`config.mk`:
```
export PLATFORM = sky130hd
export DESIGN_NAME = scale_report_tx
export DESIGN_NICKNAME = d
export VERILOG_FILES = /design/src/rtl/scale_report_tx.sv
export SDC_FILE = /design/constraint.sdc
export NUM_CORES = 1
export LEC_CHECK = 0
export ABC_CLOCK_PERIOD_IN_PS = 2300
export BUFFER_PORTS_ARGS = -buffer_cell sky130_fd_sc_hd__buf_2
export CAP_MARGIN = 20
export CORE_MARGIN = 8
export CORE_UTILIZATION = 43
export CTS_BUF_LIST = sky130_fd_sc_hd__clkbuf_8 sky130_fd_sc_hd__clkbuf_16
export DETAILED_ROUTE_END_ITERATION = 6
export PLACE_DENSITY = 0.69
export SETUP_SLACK_MARGIN = 0.02
export SLEW_MARGIN = 20
export SYNTH_ARGS = -nofsm -noshare
export SYNTH_HDL_FRONTEND = slang
export SYNTH_SLANG_ARGS = --single-unit
```
`constraint.sdc`:
```
create_clock -name clk -period 2.3 [get_ports clk]
set_clock_uncertainty 0.1 [all_clocks]
set_input_delay 0.23 -clock clk [delete_from_list [all_inputs] [get_ports clk]]
set_output_delay 0.23 -clock clk [all_outputs]
set_load 0.02 [all_outputs]
```
`src/rtl/scale_report_tx.sv`:
```
// scale_report_tx: captures one smart-scales result set on a start strobe and
// sends it as a 4-byte 8N1 UART frame: HEADER, range, flags, checksum.
// The snapshot is held for the whole frame so upstream inputs may change freely.
module scale_report_tx #(
    parameter int         CLKS_PER_BIT = 16,
    parameter logic [7:0] HEADER       = 8'hA5
) (
    input  logic       clk,
    input  logic       rst_n,
    input  logic       start,
    input  logic [7:0] range,
    input  logic       overweight,
    input  logic       normal_bmi,
    input  logic       underweight,
    input  logic       normal,
    input  logic       abnormal,
    input  logic       type_tob,
    output logic       tx,
    output logic       busy,
    output logic       done
);

    localparam int CW = (CLKS_PER_BIT > 1) ? $clog2(CLKS_PER_BIT) : 1;

    typedef enum logic [1:0] {IDLE, START, DATA, STOP} state_t;

    state_t        state;
    state_t        state_next;
    logic [CW-1:0] baud_cnt;
    logic [2:0]    bit_idx;
    logic [1:0]    byte_idx;
    logic [7:0]    snap_range;
    logic [7:0]    snap_flags;
    logic [7:0]    snap_sum;

    logic          baud_end;
    logic          accept;
    logic          bmi_onehot;
    logic          err;
    logic [7:0]    flags_in;
    logic [7:0]    sum_in;
    logic [7:0]    cur_byte;

    assign baud_end = (baud_cnt == CW'(CLKS_PER_BIT - 1));
    // Start requests are only honoured while idle, so busy gates them out.
    assign accept   = (state == IDLE) && start;

    // Exactly one BMI class must be set, and the BMD flags must disagree.
    assign bmi_onehot = ( overweight & ~normal_bmi & ~underweight) |
                        (~overweight &  normal_bmi & ~underweight) |
                        (~overweight & ~normal_bmi &  underweight);
    assign err      = ~bmi_onehot | (normal == abnormal);
    assign flags_in = {1'b0, err, type_tob, abnormal, normal,
                       underweight, normal_bmi, overweight};
    // 8-bit sum; carries fall off the top by construction.
    assign sum_in   = HEADER + range + flags_in;

    // Select the byte currently on the wire from the held snapshot.
    always_comb begin
        cur_byte = HEADER;
        case (byte_idx)
            2'd0:    cur_byte = HEADER;
            2'd1:    cur_byte = snap_range;
            2'd2:    cur_byte = snap_flags;
            default: cur_byte = snap_sum;
        endcase
    end

    // State register.
    always_ff @(posedge clk or negedge rst_n) begin
        if (!rst_n) state <= IDLE;
        else        state <= state_next;
    end

    // Next-state logic: each non-idle state lasts whole bit periods.
    always_comb begin
        state_next = state;
        case (state)
            IDLE:    if (start) state_next = START;
            START:   if (baud_end) state_next = DATA;
            DATA:    if (baud_end && bit_idx == 3'd7) state_next = STOP;
            STOP:    if (baud_end) state_next = (byte_idx == 2'd3) ? IDLE : START;
            default: state_next = IDLE;
        endcase
    end

    // Output decode: line level and busy follow the state directly.
    always_comb begin
        tx   = 1'b1;
        busy = 1'b1;
        case (state)
            IDLE:    busy = 1'b0;
            START:   tx   = 1'b0;
            DATA:    tx   = cur_byte[bit_idx];
            STOP:    tx   = 1'b1;
            default: begin
                tx   = 1'b1;
                busy = 1'b0;
            end
        endcase
    end

    // Baud, bit and byte counters plus the one-cycle completion pulse.
    always_ff @(posedge clk or negedge rst_n) begin
        if (!rst_n) begin
            baud_cnt <= '0;
            bit_idx  <= '0;
            byte_idx <= '0;
            done     <= 1'b0;
        end else begin
            done <= (state == STOP) && baud_end && (byte_idx == 2'd3);
            if (state == IDLE) begin
                baud_cnt <= '0;
                bit_idx  <= '0;
                byte_idx <= '0;
            end else begin
                baud_cnt <= baud_end ? '0 : baud_cnt + 1'b1;
                if (state == DATA && baud_end) bit_idx  <= bit_idx + 1'b1;
                if (state == STOP && baud_end) byte_idx <= byte_idx + 1'b1;
            end
        end
    end

    // Snapshot of the result set, taken only on an accepted start.
    always_ff @(posedge clk or negedge rst_n) begin
        if (!rst_n) begin
            snap_range <= '0;
            snap_flags <= '0;
            snap_sum   <= '0;
        end else if (accept) begin
            snap_range <= range;
            snap_flags <= flags_in;
            snap_sum   <= sum_in;
        end
    end

endmodule
```
==> qor.csv, run 1 <==
stage,metric,value,unit
outcome,status,finished with violations,
outcome,violations,negative setup slack,
cells_and_area,post-route-util,52.5,%
critical_path,critPathMaxFanout,7,
worst_hold_path,hold_depth,2,
floorplan,pin_count,20,
cts,cts_buffer_depth,2,
worst_hold_path,min_to,snap_range[1],
placed_design,place_ws,0.0276,ns
timing,slew_viol_final,0,
placed_design,dp.cells,299,
route,drt-total-wl,4630,um
synthesis,synth_nets,260,
cells_and_area,fin_area,2500,um^2
grt,grt_overflow,0,
critical_path,startpoint_type,flop,
cells_and_area,diodes,0,
grt,grt_pass1_vias,1773,
cts,insertion_delay,0.28,ns
grt,antenna_found_initial,0,
route,first_pass_iters,4,
worst_hold_path,min_path_type,primary input to flop,
synthesis,synth_edf_count,0,
grt,grt_pass1_wl,8310,um
cts,clkTransAtPathRegs,0.07,ns
route,drc,0,
cells_and_area,nFillCells,458,
critical_path,r2r-end,snap_flags[1],
placed_design,placed_area,2290,um^2
route,viasPerCell,5.32,
grt,track_usage,14.0,%
critical_path,cp.arrival,2.04,ns
synthesis,seq_area_frac_synth,41.2,%
synthesis,syn_avg_cell_area,9.76,um^2
synthesis,synth.area.top_cells,"dfrtp_1, ha_1, mux2_2, o21ai_0, nand2_1",
critical_path,worstPathRequired,1.97,ns
timing,setup_viol,1,
floorplan,die_h,86.3,um
synthesis,synthCells,218,
cts,cts_buffers,5,
synthesis,synth_top_area_share,41.2,%
critical_path,reg2reg_from,state[0],
timing,hold_viol_final,0,
pwr,power,2290,uW
cts,htree_levels,2,
synthesis,ys_ff_latch,35,
cells_and_area,multi_input_area,1200,um^2
cells_and_area,drive_gt1_share,24.8,%
cells_and_area,final_nets,284,
placed_design,place_congestion,0.802,
timing,tightest_slew,0.806,ns
run,drv_cap,0,
route,drt_iter0_drc,75,
floorplan,die_w,86.3,um
critical_path,r2r_slack,0.51,ns
route,vias,1643,
synthesis,synth_commonest_cells,"dfrtp_1, nand2_1, ha_1, inv_1, o21ai_0",
synthesis,ys_warn_count,0,
synthesis,synth_top_cell_by_area,dfrtp_1,
pwr,leakagePower,0.00112,uW
pwr,power_density,917,nW/um^2
timing,post-route-min-period,2.37,ns
synthesis,syn_area,2130,um^2
floorplan,initial_core_util,44.7,%
cts,cts-root-buf,clkbuf_8,
floorplan,die_area,7450,um^2
cells_and_area,regArea,878,um^2
placed_design,port_buffers,19,
route,drtAntennaViolNets,0,
timing,slew_headroom,46.3,%
cts,cts.sinks,35,
critical_path,worstSetupPathType,flop to primary output,
worst_hold_path,hp-start,range[1],
critical_path,reg2reg_depth,5,
critical_path,end_kind,primary output,
route,wl_per_cell,15.0,um
cells_and_area,area.growth.synth_to_final,17.4,%
pwr,vdd_drop_max,0.460,mV
timing,rsz0062_at_grt,true,
timing,fin_crit_sh,103,%
timing,finalWorstSetupSlack,-0.0711,ns
floorplan,core,4750,um^2
placed_design,hpwlAfterDp,3360,um
synthesis,synth_cell_types,43,
cells_and_area,finalNonFillerCells,309,
synthesis,async_flop_share,100,%
synthesis,yosysMostFrequentCell,dfrtp_1,
timing,max_freq,0.422,GHz
cts,cts_tree,yes,
floorplan,num_rows,25,
synthesis,synth_flop_cell,dfrtp_1,
grt,grt_max_degree,36,
## critical path, cell delays in order, from the launching register on
cell and delay, ns:
dfrtp_2 0.46, inv_4 0.11, ha_4 0.19, nand2_1 0.05, and3_1 0.19, o221ai_2 0.18, a21oi_2 0.08, o32ai_2 0.29
buf_4 0.19
## sequential cells by signal (all words and copies together) (netlist names)
register / flops
byte_idx: 2
snap_range: 8
snap_flags: 7
baud_cnt: 4
done: 1
snap_sum: 8
state: 2
bit_idx: 3
## worst max-delay path by stage
| stage | from | end |
|---|---|---|
| after floorplan | byte_idx[0] | tx |
| after global placement | byte_idx[0] | tx |
| after detailed placement | byte_idx[1] | tx |
| after CTS | byte_idx[0] | tx |
| after global routing | byte_idx[0] | tx |
| final | byte_idx[0] | tx |
## repair_timing
item                                    in CTS  in global routing
resized for setup                           20                  5
hold buffers                                 1                  0
endpoints found under the setup margin       1                  1
setup buffers                                2                  0
pin swaps                                   10                  3
endpoints found under the hold margin       35                  0
## layer usage
metal	vias to the layer above	wire, um	track usage (%)
met2	24	2310	23.7
met3	8	175	3.59
li1	812	-	-
met5	-	0	0
met4	0	65	6.57
met1	799	2090	16.0
## stage by stage
stage	hold slack [ns]	setup TNS (ns)
floorplan	-0.166	0
global placement	0.269	0
detailed placement	0.265	0
CTS	0.0850	-0.0565
global route	0.0934	-0.177
finish	0.0912	-0.0711
## logic make-up after synthesis
logic type | synth area share, %
AOI/OAI and AO/OA | 17.8
xor gates and xnor gates | 3.29
adders and majority gates | 15.1
buffers and inverters | 6.24
DFF | 41.2
muxes | 5.29
and+or+nand+nor | 11.2
## where the power goes
group,switching [uW],internal (uW)
sequential,168,862
clock,212,235
combinational,444,371
## layout make-up
| type | count | share of cell area [%] |
|---|---|---|
| clock buffers | 6 | 3.31 |
| clock inverters | 1 | 0.200 |
| inverters | 25 | 3.96 |
| multi-input cells | 150 | 48.2 |
| flip-flops and latches | 35 | 35.2 |
| well taps | 67 | 3.36 |
| repair buffers | 25 | 5.81 |
## cell usage in the layout, fill, tap and decap left out, types with 2 or more instances in the layout
cell type  synthesis  final
clkbuf_8           0      6
nand2_1           25     24
o21ai_1            2      4
and3_1             2      2
ha_1              24     20
inv_4              0      2
o211ai_1           4      4
a21oi_1            7      6
a22oi_1            2      2
dfrtp_1           35     33
a211oi_1           2      2
dfrtp_2            0      2
nand3_1            3      3
xor2_1             5      5
o21a_1             2      2
buf_4              1      6
inv_1             24     22
o21bai_1           2      2
nor2b_1            2      2
a221oi_1           3      3
xnor2_1            3      3
ha_4               0      4
nand2_2            1      2
o21ai_0           19     17
mux2_2            10     10
nor3_1             3      3
buf_2              4     18
nand4b_1           2      2
nor2_1             9      8
a211o_1            2      2
(Power assumes the default switching activity.)
==> run 2: changes to the inputs <==
--- a/config.mk
+++ b/config.mk
@@ -14,2 +14,3 @@
 export DETAILED_ROUTE_END_ITERATION = 6
+export HOLD_SLACK_MARGIN = 0.02
 export PLACE_DENSITY = 0.69
--- a/constraint.sdc
+++ b/constraint.sdc
@@ -4,2 +4,2 @@
 set_output_delay 0.23 -clock clk [all_outputs]
-set_load 0.02 [all_outputs]
+set_load 0.05 [all_outputs]
==> qor.csv, run 2 (synthesis results as in run 1) <==
stage,metric,value,unit,change
route,wl_per_cell,14.8,um,-1.2%
outcome,violations,negative setup slack,,
grt,antenna_found_initial,0,,unchanged
cells_and_area,finalNonFillerCells,316,,+2.3%
worst_hold_path,hp-start,range[3],,
critical_path,crit_path_cell_trace,ha_4 -> buf_4 -> a221oi_2 -> o32ai_1 -> o21ai_1 -> o32ai_4 -> buf_6,,
timing,setup_viol,1,,unchanged
cts,cts_buffer_depth,2,,unchanged
cells_and_area,area.growth.synth_to_final,22.5,%,
floorplan,core,4750,um^2,unchanged
critical_path,critPathMaxFanout,7,,unchanged
timing,hold_viol_final,0,,unchanged
floorplan,die_h,86.3,um,unchanged
grt,grt_pass1_vias,1633,,-7.9%
floorplan,num_rows,25,,unchanged
cells_and_area,final_common_cell,dfrtp_1,,
grt,track_usage,13.6,%,-0.34 points
grt,gr-usage-met2,21.6,%,-2.1 points
cts,cts_buffers,5,,unchanged
critical_path,worstSetupPathType,flop to primary output,,
critical_path,r2r_slack,0.56,ns,+0.05 ns
critical_path,cp_slowest_cell,dfrtp_2,,
pwr,vdd_drop_max,0.543,mV,+18%
route,drc,0,,unchanged
pwr,power,2430,uW,+6.0%
critical_path,cp.arrival,2.11,ns,+0.07 ns
cts,cts.sinks,35,,unchanged
critical_path,reg2reg_from,baud_cnt[0],,
timing,rsz0062_at_grt,true,,
critical_path,r2r-end,state[0],,
grt,busiest_layer,met2,,
floorplan,die_area,7450,um^2,unchanged
critical_path,cp_top_family,compound AO/OA/AOI/OAI gates,,
timing,tightest_slew,0.775,ns,-0.0311 ns
cts,clkTransAtPathRegs,0.07,ns,about the same
floorplan,initial_core_util,44.7,%,unchanged
placed_design,dp.cells,303,,+1.3%
route,drt-total-wl,4680,um,+1.1%
timing,finalWorstSetupSlack,-0.141,ns,-0.0699 ns
pwr,power_density,932,nW/um^2,+1.6%
cts,cts-root-buf,clkbuf_8,,
route,drt_iter0_drc,96,,+28%
grt,grt_max_degree,36,,unchanged
floorplan,pin_count,20,,unchanged
grt,grt_pass1_wl,8010,um,-3.6%
cells_and_area,drive_gt1_share,27.7,%,+2.9 points
route,drtAntennaViolNets,0,,unchanged
timing,slew_headroom,48.3,%,+2.1 points
run,drv_cap,0,,unchanged
critical_path,slowest_delay,0.46,ns,about the same
timing,slew_viol_final,0,,unchanged
critical_path,worstPathRequired,1.97,ns,about the same
floorplan,die_w,86.3,um,unchanged
placed_design,hpwlAfterDp,3410,um,+1.4%
route,vias,1668,,+1.5%
outcome,status,finished with violations,,
timing,max_freq,0.410,GHz,-2.9%
grt,use_met1,17.4,%,+1.5 points
placed_design,place_congestion,0.870,,+8.6%
grt,grt_overflow,0,,unchanged
cts,htree_levels,2,,unchanged
cells_and_area,layout_common_cells,"dfrtp_1, nand2_1, inv_1",,
cells_and_area,final_nets,290,,+2.1%
timing,post-route-min-period,2.44,ns,+0.0699 ns
timing,fin_crit_sh,106,%,+3.0 points
cts,cts_tree,yes,,
critical_path,startpoint_type,flop,,
critical_path,reg2reg_depth,6,,+1
placed_design,port_buffers,19,,unchanged
cells_and_area,top_regs,"snap_range x8, snap_sum x8, snap_flags x7",,
worst_hold_path,min_path_type,primary input to flop,,
pwr,leakagePower,0.00117,uW,+4.5%
grt,grt_use_met3,2.55,%,-1.0 points
cts,insertion_delay,0.28,ns,about the same
route,first_pass_iters,6,,+2
worst_hold_path,hold_depth,2,,unchanged
route,viasPerCell,5.28,,-0.73%
cells_and_area,diodes,0,,unchanged
critical_path,end_kind,primary output,,
critical_path,crit_buf_inv,2,,unchanged
worst_hold_path,min_to,snap_range[3],,
## run 2: cell count changes in the layout (fill, tap and decap cells not counted), moves of 2 or more
cell | before | now
a221oi_2 | 1 | 3
buf_6 | 0 | 3
a221oi_1 | 3 | 1
buf_4 | 6 | 9
## run 2: how the worst max path moves through the flow
stage / endpoint / cells past startpoint / slack [ns] / start
final: tx / 7 / -0.14 / byte_idx[1]
after global routing: tx / 7 / -0.23 / byte_idx[1]
after CTS: tx / 8 / -0.12 / byte_idx[0]
after detailed placement: tx / 8 / -0.01 / byte_idx[1]
after global placement: tx / 8 / 0.04 / byte_idx[0]
after floorplan: tx / 6 / 0.06 / byte_idx[0]
## run 2: what timing repair did
action                     in CTS  in global routing
pin swaps                       4                  8
hold endpoints to repair       35                  0
setup endpoints to repair       1                  1
buffers inserted                1                  3
hold buffers                    1                  0
gates resized for setup        19                 13
## run 2: power by group
| group | internal [uW] | total (uW) | leakage [uW] | switching, uW |
|---|---|---|---|---|
| Clock | 269 | 483 | 0.0000557 | 214 |
| Combinational | 393 | 893 | 0.000684 | 500 |
| Sequential | 862 | 1050 | 0.000434 | 191 |
## run 2: layout make-up
cell class / instances / area [um^2]
Tap cell: 67 / 83.8
Timing Repair Buffer: 31 / 201
Clock buffer: 7 / 96.3
Clock inverter: 1 / 3.75
Sequential cell: 35 / 878
Fill cell: 421 / 2150
Multi-Input combinational cell: 150 / 1240
Inverter: 25 / 101
## run 2: per-layer routing
metal | part of all wire [%] | vias up
met3 | 3.0 | 8
met5 | 0 | -
li1 | - | 830
met4 | 2.1 | 0
met1 | 48 | 798
met2 | 47 | 32
## run 2: metrics by stage
| stage | hold WS (ns) | area [um^2] | worst slack, ns | utilization (%) | TNS (ns) |
|---|---|---|---|---|---|
| 4_1_cts | 0.0916 | 2520 | -0.121 | 53.1 | -0.121 |
| 6_report | 0.0988 | 2610 | -0.141 | 54.8 | -0.141 |
| 3_5_place_dp | 0.266 | 2340 | -0.0102 | 49.2 | -0.0102 |
| 5_1_grt | 0.0996 | 2610 | -0.229 | 54.8 | -0.229 |
| 3_3_place_gp | 0.271 | 2340 | 0.0365 | 49.2 | 0 |
| 2_1_floorplan | -0.166 | 2150 | 0.0637 | - | 0 |
==> run 3: changes to the inputs <==
--- a/config.mk
+++ b/config.mk
@@ -7,3 +7,4 @@
 export LEC_CHECK = 0
-export ABC_CLOCK_PERIOD_IN_PS = 2300
+export ABC_AREA = 1
+export ABC_CLOCK_PERIOD_IN_PS = 2100
 export BUFFER_PORTS_ARGS = -buffer_cell sky130_fd_sc_hd__buf_2
@@ -15,3 +16,3 @@
 export HOLD_SLACK_MARGIN = 0.02
-export PLACE_DENSITY = 0.69
+export PLACE_DENSITY = 0.71
 export SETUP_SLACK_MARGIN = 0.02
==> constraint.sdc (replaced) <==
create_clock -name clk -period 2.1 [get_ports clk]
set_clock_uncertainty 0.1 [all_clocks]
set_input_delay 0.21 -clock clk [delete_from_list [all_inputs] [get_ports clk]]
set_output_delay 0.21 -clock clk [all_outputs]
set_load 0.005 [all_outputs]
==> qor.csv, run 3 <==
stage,metric,value,unit,change
outcome,status,"finished, final reports clean",,
grt,antenna_found_initial,0,,unchanged
critical_path,critPathMostFrequentCell,nand2_1,,
cells_and_area,final_common_cell,nand2_1,,
floorplan,num_rows,25,,unchanged
timing,whs,0.0416,ns,-0.0571 ns
route,wl_per_cell,12.4,um,-16%
cts,cts.sinks,35,,unchanged
placed_design,placed_area,2340,um^2,+0.27%
floorplan,die_h,86.8,um,+0.53%
cells_and_area,layout_common_cells,"nand2_1, inv_1, dfrtp_1",,
route,drt-total-wl,4670,um,-0.28%
timing,setup_viol,0,,-1
synthesis,synthCells,279,,+28%
critical_path,crit_path_cell_trace,ha_4 -> inv_8 -> buf_6 -> nor2_2 -> nor2_1 -> nand2_1 -> nand3_1 -> nand3_1 -> nand2_1 -> nand2_1 -> nand2_1 -> buf_2,,
synthesis,syn_avg_cell_area,7.72,um^2,-21%
worst_hold_path,min_path_type,primary input to flop,,
grt,grt_overflow,0,,unchanged
cts,cts_buffer_depth,2,,unchanged
critical_path,cp.arrival,1.72,ns,-0.39 ns
synthesis,ys_ff_latch,35,,unchanged
synthesis,seq_area_frac_synth,40.7,%,-0.53 points
placed_design,hpwlAfterDp,3520,um,+3.3%
timing,slew_viol_final,0,,unchanged
critical_path,end_kind,primary output,,
timing,post-route-min-period,2.03,ns,
placed_design,place_congestion,0.838,,-3.7%
cells_and_area,post-route-util,54.3,%,-0.46 points
cells_and_area,final_nets,352,,+21%
placed_design,dp.cells,365,,+20%
grt,grt_pass1_vias,1811,,+11%
cells_and_area,area.growth.synth_to_final,20.7,%,
timing,tightest_slew,0.778,ns,+0.00342 ns
pwr,leakagePower,0.00134,uW,+14%
synthesis,yosysMostFrequentCell,nand2_1,,
cts,cts_buffers,5,,unchanged
cts,htree_levels,2,,unchanged
route,first_pass_iters,4,,-2
pwr,power_density,1010,nW/um^2,+8.8%
route,viasPerCell,4.90,,-7.2%
synthesis,ys_warn_count,0,,unchanged
synthesis,synth_top_area_share,40.7,%,-0.53 points
critical_path,startpoint_type,flop,,
cells_and_area,top_regs,"snap_range x8, snap_sum x8, snap_flags x7",,
cts,insertion_delay,0.28,ns,about the same
floorplan,pin_count,20,,unchanged
pwr,switching_share,39.2,%,+2.0 points
pwr,p_int,1600,uW,+5.2%
route,drc,0,,unchanged
cells_and_area,fin_area,2600,um^2,-0.19%
cts,clkTransAtPathRegs,0.07,ns,about the same
cts,cts_tree,yes,,
synthesis,synth_top_cell_by_area,dfrtp_1,,
route,drt_iter0_drc,105,,+9.4%
route,vias,1846,,+11%
critical_path,slowest_delay,0.46,ns,about the same
cells_and_area,diodes,0,,unchanged
timing,fin_crit_sh,96.5,%,
floorplan,die_area,7530,um^2,+1.1%
pwr,clkPwrFrac,18.8,%,-1.1 points
synthesis,synth_commonest_cells,"nand2_1, inv_1, dfrtp_1, o21ai_0",,
pwr,seqPwrFrac,43.3,%,about the same
floorplan,core,4790,um^2,+0.66%
timing,max_freq,0.494,GHz,
critical_path,worstSetupPathType,flop to primary output,,
placed_design,port_buffers,19,,unchanged
synthesis,synth.area.top_cells,"dfrtp_1, ha_1, nand2_1, inv_1, o21ai_0",,
route,drtAntennaViolNets,0,,unchanged
synthesis,synth_flop_cell,dfrtp_1,,
floorplan,die_w,86.8,um,+0.53%
synthesis,async_flop_share,100,%,unchanged
synthesis,synth_edf_count,0,,unchanged
critical_path,cp_slowest_cell,dfrtp_2,,
cells_and_area,drive_gt1_share,20.0,%,-7.7 points
pwr,vdd_drop_max,0.560,mV,+3.0%
run,drv_cap,0,,unchanged
timing,slew_headroom,48.1,%,-0.23 points
synthesis,syn_area,2150,um^2,+1.3%
pwr,pwr-share-comb,37.9,%,+1.1 points
timing,rsz0062_at_grt,true,,
critical_path,critPathMaxFanout,6,,-1
cts,cts-root-buf,clkbuf_8,,
critical_path,worstPathRequired,1.79,ns,-0.18 ns
pwr,p_sw,1030,uW,+14%
synthesis,synth_nets,321,,+23%
cells_and_area,finalNonFillerCells,377,,+19%
grt,track_usage,13.7,%,+0.038 points
grt,grt_max_degree,36,,unchanged
grt,grt_pass1_wl,8080,um,+0.86%
timing,hold_viol_final,0,,unchanged
floorplan,initial_core_util,45.0,%,+0.28 points
synthesis,synth_cell_types,26,,-40%
## run 3: cell count changes after synthesis, sizes merged, moves of 4 or more
cell and delta:
nand2 +51, nand3 +21, inv +16, nor2 +12
mux2 -10, o21ai +8, a221oi -4, nand4 +4
o211ai -4
## run 3: logic make-up (layout without fill, tap and decap cells)
family	Yosys count	in the layout	synth area share [%]
and+or+nand+nor	128	128	24.4
buffers and inverters	46	77	8.36
AOI/OAI and AO/OA	41	41	10.0
DFF	35	35	40.7
adders and majority gates	25	25	14.9
xor gates and xnor gates	4	4	1.63
## run 3: power by group through the flow
stage / registers, uW / logic [uW] / clock network, uW
finish: 1140 / 1000 / 495
detailed placement: 1150 / 985 / 0
global route: 1170 / 1170 / 528
CTS: 1140 / 991 / 502
global placement: 1140 / 957 / 0
floorplan: 1090 / 744 / 0
## run 3: layout make-up
cell class,count,area [um^2]
multi-input combinational,198,1210
inverter,41,164
fill,437,2190
tap,67,83.8
sequential,35,878
clock buffer,6,82.6
clock inverter,1,5.00
timing repair buffer,29,180
## run 3: worst max-delay path: cells and delay by family, from the launching register on
| family | cells | cell delay (ns) |
|---|---|---|
| buffers and inverters | 3 | 0.29 |
| and+or+nand+nor | 8 | 0.44 |
| adders and majority gates | 1 | 0.23 |
| DFF | 1 | 0.46 |
## run 3: per-stage QoR
stage,setup WS (ns),power [uW],TNS [ns]
floorplan,0.278,1830,0
global route,-0.0334,2870,-0.0334
finish,0.0737,2640,0
CTS,0.0268,2630,0
detailed placement,-0.115,2130,-0.148
global placement,-0.0231,2100,-0.0231
## run 3: final timing paths
path / from / end / slack [ns] / cells after the start
max: byte_idx[1] / tx / 0.07 / 12
min in group asynchronous: rst_n / baud_cnt[3] / 0.44 / 2
min: range[4] / snap_range[4] / 0.04 / 3
max in group asynchronous: rst_n / byte_idx[0] / 0.93 / 2
max reg2reg: state[0] / state[0] / 0.41 / 8
min reg2reg: baud_cnt[0] / baud_cnt[0] / 0.36 / 1
## run 3: layer usage
layer / wire [um] / global-route usage, % / share of wire, % / vias to the layer above
met5: 0 / 0 / 0 / -
li1: - / - / - / 952
met2: 2120 / 21.7 / 45 / 41
met3: 190 / 2.74 / 4.1 / 7
met4: 86 / 6.10 / 1.8 / 0
met1: 2270 / 17.4 / 49 / 846
## run 3: timing repair
| action | in CTS | in global routing |
|---|---|---|
| endpoints found under the setup margin | 1 | 1 |
| pin swaps | 1 | 10 |
| buffers inserted | 2 | 2 |
| hold endpoints to repair | 35 | 0 |
| hold buffers | 1 | 0 |
| resized for setup | 5 | 30 |
